[config.mk]
export PLATFORM = sky130hd
export DESIGN_NAME = hazard_resolver
export DESIGN_NICKNAME = d
export VERILOG_FILES = /design/src/rtl/hazard_resolver_pkg.sv /design/src/rtl/hazard_resolver_fwd_mux.sv /design/src/rtl/hazard_resolver.sv
export SDC_FILE = /design/constraint.sdc
export NUM_CORES = 1
export LEC_CHECK = 0
export ABC_AREA = 1
export ABC_CLOCK_PERIOD_IN_PS = 900
export BUFFER_PORTS_ARGS = -buffer_cell sky130_fd_sc_hd__buf_2
export CORE_MARGIN = 4
export CORE_UTILIZATION = 32
export CTS_CLUSTER_SIZE = 24
export DETAILED_ROUTE_END_ITERATION = 10
export PLACE_DENSITY = 0.79
export SLEW_MARGIN = 30
export SYNTH_ARGS = -nofsm -noshare
export SYNTH_HDL_FRONTEND = slang
export SYNTH_SLANG_ARGS = --single-unit
[constraint.sdc]
create_clock -name clk -period 0.9 [get_ports clk]
set_input_delay 0.09 -clock clk [delete_from_list [all_inputs] [get_ports clk]]
set_output_delay 0.09 -clock clk [all_outputs]
set_load 0.005 [all_outputs]
[src/rtl/hazard_resolver_pkg.sv]
// Shared definitions for the hazard resolver slice.
// Contents: RV32I major opcodes seen by the resolver, forwarding select
// encodings, the control FSM state type and the writes_rd() predicate that
// decides whether an in-flight instruction produces a register result.
package hazard_resolver_pkg;

  localparam logic [6:0] OP_REG    = 7'b0110011;
  localparam logic [6:0] OP_IMM    = 7'b0010011;
  localparam logic [6:0] OP_LOAD   = 7'b0000011;
  localparam logic [6:0] OP_STORE  = 7'b0100011;
  localparam logic [6:0] OP_BRANCH = 7'b1100011;

  localparam logic [1:0] FWD_RF  = 2'b00;
  localparam logic [1:0] FWD_EX  = 2'b01;
  localparam logic [1:0] FWD_MEM = 2'b10;

  typedef enum logic [1:0] {
    ST_RUN        = 2'd0,
    ST_LOAD_STALL = 2'd1,
    ST_FLUSH      = 2'd2
  } state_t;

  // Only register-register, register-immediate and load instructions
  // write rd; stores and branches reuse bits [11:7] for other purposes.
  function automatic logic writes_rd(input logic [6:0] opcode);
    return (opcode == OP_REG) || (opcode == OP_IMM) || (opcode == OP_LOAD);
  endfunction

endpackage

[src/rtl/hazard_resolver_fwd_mux.sv]
// Per-operand 3:1 forwarding select.
// Ports:
//   sel      - forwarding select (FWD_RF / FWD_EX / FWD_MEM)
//   rf_data  - register-file read data
//   ex_data  - execute-stage ALU result
//   mem_data - mem-stage writeback value
//   operand  - resolved operand
module hazard_resolver_fwd_mux
  import hazard_resolver_pkg::*;
#(
  parameter int XLEN = 32
) (
  input  logic [1:0]      sel,
  input  logic [XLEN-1:0] rf_data,
  input  logic [XLEN-1:0] ex_data,
  input  logic [XLEN-1:0] mem_data,
  output logic [XLEN-1:0] operand
);

  // The unused encoding 2'b11 falls back to the register file.
  always_comb begin
    operand = rf_data;
    case (sel)
      FWD_EX:  operand = ex_data;
      FWD_MEM: operand = mem_data;
      default: ;
    endcase
  end

endmodule

[src/rtl/hazard_resolver.sv]
// Decode-stage hazard resolver for the 5-stage RV32I core.
// Converts the dependency vector from the hazard checker into operand
// forwarding selects / values, load-use stall + bubble, and branch flush.
// Ports:
//   clk, rst          - core clock, synchronous active-high reset
//   dep_place[3:0]    - [0] rs1==rd_ex [1] rs2==rd_ex [2] rs1==rd_mem [3] rs2==rd_mem
//   rs1_id, rs2_id    - decode source register indices
//   opcode_ex/_mem    - opcodes of the instructions in EX and MEM
//   branch_taken      - taken branch resolved in EX this cycle
//   rs1_rf, rs2_rf    - register-file read data
//   ex_result         - EX ALU result
//   mem_result        - MEM writeback value
//   op1, op2          - resolved decode operands
//   fwd_a, fwd_b      - forwarding selects (00 RF, 01 EX, 10 MEM)
//   stall_if_id       - hold PC and IF/ID
//   bubble_ex         - insert NOP into ID/EX
//   flush_if_id       - squash IF/ID
// Optional build macro HAZARD_STATS_EN adds saturating event counters
//   stall_cnt / flush_cnt (cycles with stall_if_id / flush_if_id high).
module hazard_resolver
  import hazard_resolver_pkg::*;
#(
  parameter int FLUSH_CYCLES = 2,
  parameter int XLEN         = 32
) (
  input  logic            clk,
  input  logic            rst,
  input  logic [3:0]      dep_place,
  input  logic [4:0]      rs1_id,
  input  logic [4:0]      rs2_id,
  input  logic [6:0]      opcode_ex,
  input  logic [6:0]      opcode_mem,
  input  logic            branch_taken,
  input  logic [XLEN-1:0] rs1_rf,
  input  logic [XLEN-1:0] rs2_rf,
  input  logic [XLEN-1:0] ex_result,
  input  logic [XLEN-1:0] mem_result,
  output logic [XLEN-1:0] op1,
  output logic [XLEN-1:0] op2,
  output logic [1:0]      fwd_a,
  output logic [1:0]      fwd_b,
  output logic            stall_if_id,
  output logic            bubble_ex,
  output logic            flush_if_id
`ifdef HAZARD_STATS_EN
  ,
  output logic [31:0]     stall_cnt,
  output logic [31:0]     flush_cnt
`endif
);

  localparam int CNT_W = (FLUSH_CYCLES > 1) ? $clog2(FLUSH_CYCLES) : 1;
  localparam logic [CNT_W-1:0] CNT_LOAD = CNT_W'(FLUSH_CYCLES - 1);
  localparam logic [CNT_W-1:0] CNT_ONE  = CNT_W'(1);

  state_t           state_q, state_d;
  logic [CNT_W-1:0] cnt_q, cnt_d;

  logic ex_hit_a, ex_hit_b, mem_hit_a, mem_hit_b;
  logic load_use;

  // Qualified dependencies: producer must write rd and x0 never forwards.
  always_comb begin
    ex_hit_a  = dep_place[0] && writes_rd(opcode_ex)  && (rs1_id != 5'd0);
    ex_hit_b  = dep_place[1] && writes_rd(opcode_ex)  && (rs2_id != 5'd0);
    mem_hit_a = dep_place[2] && writes_rd(opcode_mem) && (rs1_id != 5'd0);
    mem_hit_b = dep_place[3] && writes_rd(opcode_mem) && (rs2_id != 5'd0);
    load_use  = (state_q == ST_RUN) && (opcode_ex == OP_LOAD) && (ex_hit_a || ex_hit_b);
  end

  always_ff @(posedge clk) begin
    if (rst) begin
      state_q <= ST_RUN;
      cnt_q   <= '0;
    end else begin
      state_q <= state_d;
      cnt_q   <= cnt_d;
    end
  end

  // A taken branch overrides everything, including a concurrent load-use.
  always_comb begin
    state_d = state_q;
    cnt_d   = cnt_q;
    if (branch_taken) begin
      cnt_d   = CNT_LOAD;
      state_d = (FLUSH_CYCLES == 1) ? ST_RUN : ST_FLUSH;
    end else begin
      case (state_q)
        ST_RUN: begin
          if (load_use) state_d = ST_LOAD_STALL;
        end
        ST_LOAD_STALL: state_d = ST_RUN;
        ST_FLUSH: begin
          if (cnt_q != '0) cnt_d = cnt_q - CNT_ONE;
          if (cnt_q <= CNT_ONE) state_d = ST_RUN;
        end
        default: state_d = ST_RUN;
      endcase
    end
  end

  // EX (younger producer) takes precedence over MEM.
  always_comb begin
    fwd_a       = FWD_RF;
    fwd_b       = FWD_RF;
    stall_if_id = 1'b0;
    bubble_ex   = 1'b0;
    flush_if_id = 1'b0;
    if (!rst) begin
      if (ex_hit_a)       fwd_a = FWD_EX;
      else if (mem_hit_a) fwd_a = FWD_MEM;
      if (ex_hit_b)       fwd_b = FWD_EX;
      else if (mem_hit_b) fwd_b = FWD_MEM;
      flush_if_id = branch_taken || (state_q == ST_FLUSH);
      bubble_ex   = branch_taken || load_use;
      stall_if_id = load_use && !branch_taken;
    end
  end

  hazard_resolver_fwd_mux #(.XLEN(XLEN)) u_mux_a (
    .sel      (fwd_a),
    .rf_data  (rs1_rf),
    .ex_data  (ex_result),
    .mem_data (mem_result),
    .operand  (op1)
  );

  hazard_resolver_fwd_mux #(.XLEN(XLEN)) u_mux_b (
    .sel      (fwd_b),
    .rf_data  (rs2_rf),
    .ex_data  (ex_result),
    .mem_data (mem_result),
    .operand  (op2)
  );

`ifdef HAZARD_STATS_EN
  always_ff @(posedge clk) begin
    if (rst) begin
      stall_cnt <= '0;
      flush_cnt <= '0;
    end else begin
      if (stall_if_id && (stall_cnt != '1)) stall_cnt <= stall_cnt + 32'd1;
      if (flush_if_id && (flush_cnt != '1)) flush_cnt <= flush_cnt + 32'd1;
    end
  end
`endif

endmodule

==> reports/metrics.cfg, run 1 <==
[synth]
synth.largest_area_cell=nand3_1
syn_area_per_cell_um2=5.78
muxShareOfSynthArea_pct=0
synth-edff-count=0
synth_top_area_share_pct=38.8
yosysMostFrequentCell=nand3_1
syn_inst=361
synth_xor_area_share_pct=0
syn-num-nets=520
synthTopCellsByCount=162 x nand3_1, 43 x nand2_1, 33 x nand4_1
ys_ff_latch=2
synth_warnings=0
ys_seq_area_share_pct=1.92
synth_compound_area_share_pct=0.719
ys_types=25
synthArstFlopShare_pct=0
synth_fa_ha_area_share_pct=0
ys.flop_type=dfxtp_1
synth_area_leaders=nand3_1 39%, nand3_2 15%, nand4_1 9.9%, nand2_1 7.7%, buf_6 4.9%
synth_simple_gate_area_share_pct=82.4
syn_area_um2=2090
synth_top_family_by_area=simple AND/OR/NAND/NOR gates

[power_and_ir_drop]
p_per_area_nw_per_um2=363
ir_worst_vdd_v=0.00115
finalPower_mw=1.76
leakage_nw=2.61

[finish]
largest_reg_flops=2
finish.utilization_pct=76.4
final_cell_area_um2=4850
drive_above_1_share_pct=78.5
diodes=0
syn2layout_area_growth_pct=132
fin_nets=767
largest_register=state_q
top_regs=state_q: 2 flops

[setup_path]
crit_path_end_kind=output port
cp-start-kind=primary input
cp_max_fo=16
reg2reg_depth=5
worst-r2r-setup-slack_ps=10
cp.required_ps=810
arrival_ps=1280
crit_type=primary input to output port
worstSetupStartpoint=opcode_ex[1]
r2r-end=state_q[0]
reg2reg_from=state_q[0]

[global_route]
grt_pass1_vias=3842
grt_max_degree=34
grtUsageMet2_pct=55.1
met3_usage_pct=5.40
track_usage_pct=29.7
busiest_layer=met2
antenna_found_initial=1
use_met1_pct=33.6
gr-total-overflow=0
grt_pass1_wl_um=18500

[cts]
clk_pin_slew_ps=30
worstSkewPairLatency_ps=220
cts_buffers=3
cts_tree=yes
root_buffer=clkbuf_8
cts_max_level=1
cts_sinks=2
max-clock-path-buffers=2

[floorplanning]
core_um2=6350
placementRows=29
die-height_um=88.8
dieWidth_um=88.8
dieArea_um2=7880
start_util_pct=32.9
ioPinCount=230

[timing]
whs_ps=60.4
tightest_slew_ps=225
fmax_ghz=0.730
fin_crit_sh_pct=152
worst_slack_ps=-470
skew_ps=3.57
rsz0062_at_grt=true
tns_ps=-30430
hold_viol=0
relSlewSlack_pct=85.0
period_needed_ps=1370
report.final.slew_viol_count=0
setup_violations=72

[worst_hold_path]
min_to=state_q[0]
worstHoldPathCells=2
hold_start=branch_taken
worst_hold_path_type=primary input to register

[routing]
drc=0
routed_wl_um=13700
routed_via_density=5.96
drt_iter0_markers=184
ant_nets=0
dr_total_vias=4068
firstDrtPassIters=6
wl_per_cell_um=20.0

[place]
portBuffers=229
place_hpwl_um=9140
place.gp.congestion=0.919
placed_cell_area_um2=3970

[outcome]
outcome=finished with violations
violations=negative setup slack

[run]
cap_violations=0

critical path, cell delays in order:
cell     delay (ps)
buf_2           100
nand2_2          70
inv_2            70
nand2_4          70
nor2_8          130
nand4_4         130
buf_4           160
buf_12          160
nand3_2          90
nand3_2          80
buf_6           120
repair_timing:
item,4_1_cts,5_1_grt
pin swaps,14,14
buffers inserted,4,3
endpoints found under the hold margin,0,0
gates cloned,4,5
hold buffers,0,0
endpoints found under the setup margin,72,72
gates resized for setup,82,38
cells in the final DEF, fill, tap and decap left out, types with 2 or more instances in the layout:
cell type,Yosys,layout
buf_12,0,18
buf_16,0,3
buf_2,18,217
buf_4,3,16
buf_6,9,12
buf_8,0,6
clkbuf_16,0,4
clkbuf_8,0,3
clkinv_16,0,2
clkinv_8,0,2
inv_1,15,7
inv_2,4,8
inv_4,0,3
nand2_1,43,33
nand2_2,4,10
nand2_4,2,5
nand3_1,162,46
nand3_2,31,136
nand3_4,1,12
nand4_1,33,33
nor2_1,15,8
nor2_4,3,9
how the worst max path moves through the flow:
stage                          to  slack, ps  cells past startpoint
after floorplan           op2[10]       -100                      9
after global placement    op2[11]       -480                      8
after detailed placement  op2[19]       -530                      8
after CTS                 op2[19]       -440                     10
after global routing       op2[7]       -540                     12
final                     op2[21]       -470                     11
where the power goes:
| part | switching [mW] | internal, mW | leakage, nW |
|---|---|---|---|
| registers | 0.00182 | 0.0918 | 0.0169 |
| clock network | 0.0822 | 0.284 | 0.0216 |
| logic | 0.629 | 0.672 | 2.57 |
| total | 0.713 | 1.05 | 2.61 |
kinds of logic after synthesis:
kind of cell / after synthesis
AND/OR/NAND/NOR: 300
flip-flops: 2
buffers and inverters: 56
AO/OA/AOI/OAI: 3
layer usage:
| metal | vias to the layer above | part of all wire (%) |
|---|---|---|
| met5 | - | 0.059 |
| met4 | 2 | 3.5 |
| met3 | 61 | 9.2 |
| met2 | 280 | 52 |
| met1 | 1926 | 35 |
| li1 | 1799 | - |
through the flow:
stage | setup slack, ps | instances
after floorplan | -102 | 361
after global placement | -476 | 664
after detailed placement | -533 | 664
after CTS | -435 | 675
after global routing | -537 | 683
final | -470 | 683
cell type report:
type	instances	area, um^2
fillers	454	1500
clock buffers	3	41.3
inverters	20	121
multi-input cells	303	2530
flip-flops and latches	2	41.3
repair buffers	276	1970
repair inverters	2	46.3
well taps	77	96.3
(Power assumes the default switching activity.)
==> inputs of run 2 (changes only) <==
ABC_CLOCK_PERIOD_IN_PS = 1600   (was 900)
CORE_AREA = 4 4 87 89   (was not set)
CORE_MARGIN = not set   (was 4)
CORE_UTILIZATION = not set   (was 32)
DIE_AREA = 0 0 91 93   (was not set)
PLACE_DENSITY = 0.73   (was 0.79)
SLEW_MARGIN = not set   (was 30)
clock period = 1.6 ns   (was 0.9 ns; I/O delays follow)
==> run 2 against run 1 <==
  * The flow now finishes without violations
  * Non-clock buffer count is 22 lower
  * Worst setup slack improved by 560 ps
  * Sequential share of layout area grew 0.29 points
  * Count of clock-buffer cells in the layout did not move
  * Hold slack better by 78 ps
  * Final cell count decreased by 3.1%
  * Wire length decreased by 19%
  * Clock skew down 1.5 ps
  * Largest power group unchanged
  * Highest routed layer is now met4
==> reports/metrics.cfg, run 2 (same netlist as run 1, synthesis figures left out) <==
[outcome]
outcome=finished, final reports clean

[timing]
worst_slack_ps=87.7  ; +557 ps
fmax_ghz=0.661
tns_ps=0  ; +30430 ps
rsz0062_at_grt=true
report.final.slew_viol_count=0  ; unchanged
period_needed_ps=1510
tightest_slew_ps=221  ; -3.35 ps
skew_ps=2.11  ; -1.46 ps
fin_crit_sh_pct=94.5
relSlewSlack_pct=85.2  ; +0.22 points
whs_ps=139  ; +78.3 ps
setup_violations=0  ; -100%
hold_viol=0  ; unchanged

[worst_hold_path]
worstHoldPathCells=2  ; unchanged
hold_start=branch_taken
worst_hold_path_type=primary input to register
min_to=state_q[0]

[finish]
final-instance-count-excl-fill=662  ; -3.1%
top_regs=state_q: 2 flops
largest_reg_flops=2  ; unchanged
final_common_cell=buf_2
diodes=0  ; unchanged
syn2layout_area_growth_pct=67.3
n_fill_cell=702  ; +55%
finish.utilization_pct=51.7  ; -25 points
drive_above_1_share_pct=53.1  ; -25 points
final_cell_mix=229 x buf_2, 162 x nand3_1, 42 x nand2_1
fin_nets=743  ; -3.1%
largest_register=state_q

[setup_path]
crit_type=primary input to output port
crit_path_end_kind=output port
cp.required_ps=1440  ; +630 ps
arrival_ps=1350  ; +70 ps
r2r-end=state_q[0]
cp-start-kind=primary input
reg2reg_from=state_q[0]
cp_max_fo=23  ; +7
worst-r2r-setup-slack_ps=720  ; +710 ps
reg2reg_depth=5  ; unchanged

[place]
dpl_worst_slack_ps=60.8  ; +594 ps
dp.cells=658  ; -0.90%
portBuffers=229  ; unchanged
place.gp.congestion=0.947  ; +3.0%
place_hpwl_um=8580  ; -6.0%

[routing]
drc=0  ; unchanged
ant_nets=0  ; unchanged
wl_per_cell_um=16.6  ; -17%
drt_iter0_markers=223  ; +21%
dr_total_vias=3707  ; -8.9%
routed_via_density=5.60  ; -6.0%
routed_wl_um=11000  ; -19%
firstDrtPassIters=5  ; -1

[power_and_ir_drop]
ir_worst_vdd_v=0.000394  ; -66%
power.internal_uw=505  ; -52%
netSwitchingFraction_pct=37.7  ; -2.7 points
p_comb_share_pct=69.5  ; -4.4 points
pwr-share-clk_pct=24.1  ; +3.3 points
p_per_area_nw_per_um2=232  ; -36%
leakage_nw=1.98  ; -24%
power_frac_seq_pct=6.4  ; +1.1 points
p_sw_uw=306  ; -57%

[global_route]
grt_pass1_vias=3514  ; -8.5%
grtUsageMet2_pct=43.7  ; -11 points
grt_max_degree=34  ; unchanged
use_met1_pct=27.4  ; -6.2 points
track_usage_pct=23.5  ; -6.2 points
gr-total-overflow=0  ; unchanged
antenna_found_initial=0  ; -1
met3_usage_pct=2.90  ; -2.5 points
busiest_layer=met2
grt_pass1_wl_um=16600  ; -11%

[floorplanning]
core_um2=6760  ; +6.4%
dieWidth_um=91  ; +2.5%
placementRows=30  ; +3.4%
dieArea_um2=8460  ; +7.4%
die-height_um=93  ; +4.8%
start_util_pct=30.9  ; -2.0 points
ioPinCount=230  ; unchanged

[cts]
cts_buffers=3  ; unchanged
cts_tree=yes
cts_sinks=2  ; unchanged
root_buffer=clkbuf_8
worstSkewPairLatency_ps=210  ; about the same
cts_max_level=1  ; unchanged
cts_hold_buf=0  ; unchanged
clk_pin_slew_ps=30  ; about the same
max-clock-path-buffers=2  ; unchanged

[run]
cap_violations=0  ; unchanged

[run 2: cell types whose count changed in the layout (fill, tap and decap cells not counted), sizes merged]
cell	before	now
buf	272	254
clkbuf	7	3
clkinv	4	1
inv	18	19
[run 2: what timing repair did]
action                                  CTS  global route
endpoints found under the setup margin    0            24
gates resized for setup                   0             7
setup buffers                             0             1
[run 2: final cells by class]
cell class	instances	area (um^2)	area share, %
repair buffers	254	1480	42.4
well taps	80	100	2.86
flip-flops and latches	2	40.0	1.15
clock buffers	3	41.3	1.18
multi-input cells	303	1750	50.2
inverters	20	76.3	2.18
[run 2: per-stage QoR]
stage / area [um^2] / power (mW)
global placement: 3420 / 0.607
floorplan: 2090 / 0.247
global route: 3490 / 0.884
CTS: 3460 / 0.811
finish: 3490 / 0.811
detailed placement: 3420 / 0.609
[run 2: routing by layer]
| metal | up-vias | wire [um] |
|---|---|---|
| met5 | - | 0 |
| met4 | 0 | 269 |
| met3 | 28 | 943 |
| met2 | 262 | 5610 |
| met1 | 1672 | 4170 |
| li1 | 1745 | - |
[run 2: critical path: stages]
cell and delay [ps]:
buf_2 90, nor2_1 170, nand3b_4 170, nand2_2 110, nor2_4 50, inv_2 100
buf_12 170, nand3_1 120, nand3_1 80, buf_2 110
[run 2: worst max path at each step]
stage | start | to | slack, ps
after detailed placement | rs1_id[3] | op1[11] | 60
after CTS | rs1_id[3] | op1[11] | 50
final | rs1_id[1] | op1[11] | 90
after global placement | opcode_mem[6] | op2[31] | 70
after floorplan | opcode_mem[6] | op2[0] | 450
after global routing | opcode_ex[4] | stall_if_id | -8
[run 2: power groups by stage]
stage          registers [mW]  clock network (mW)  logic, mW
6_report               0.0523               0.195      0.563
3_3_place_gp           0.0528                   0      0.554
2_1_floorplan          0.0528                   0      0.194
5_1_grt                0.0524               0.217      0.615
4_1_cts                0.0523               0.200      0.559
3_5_place_dp           0.0529                   0      0.556
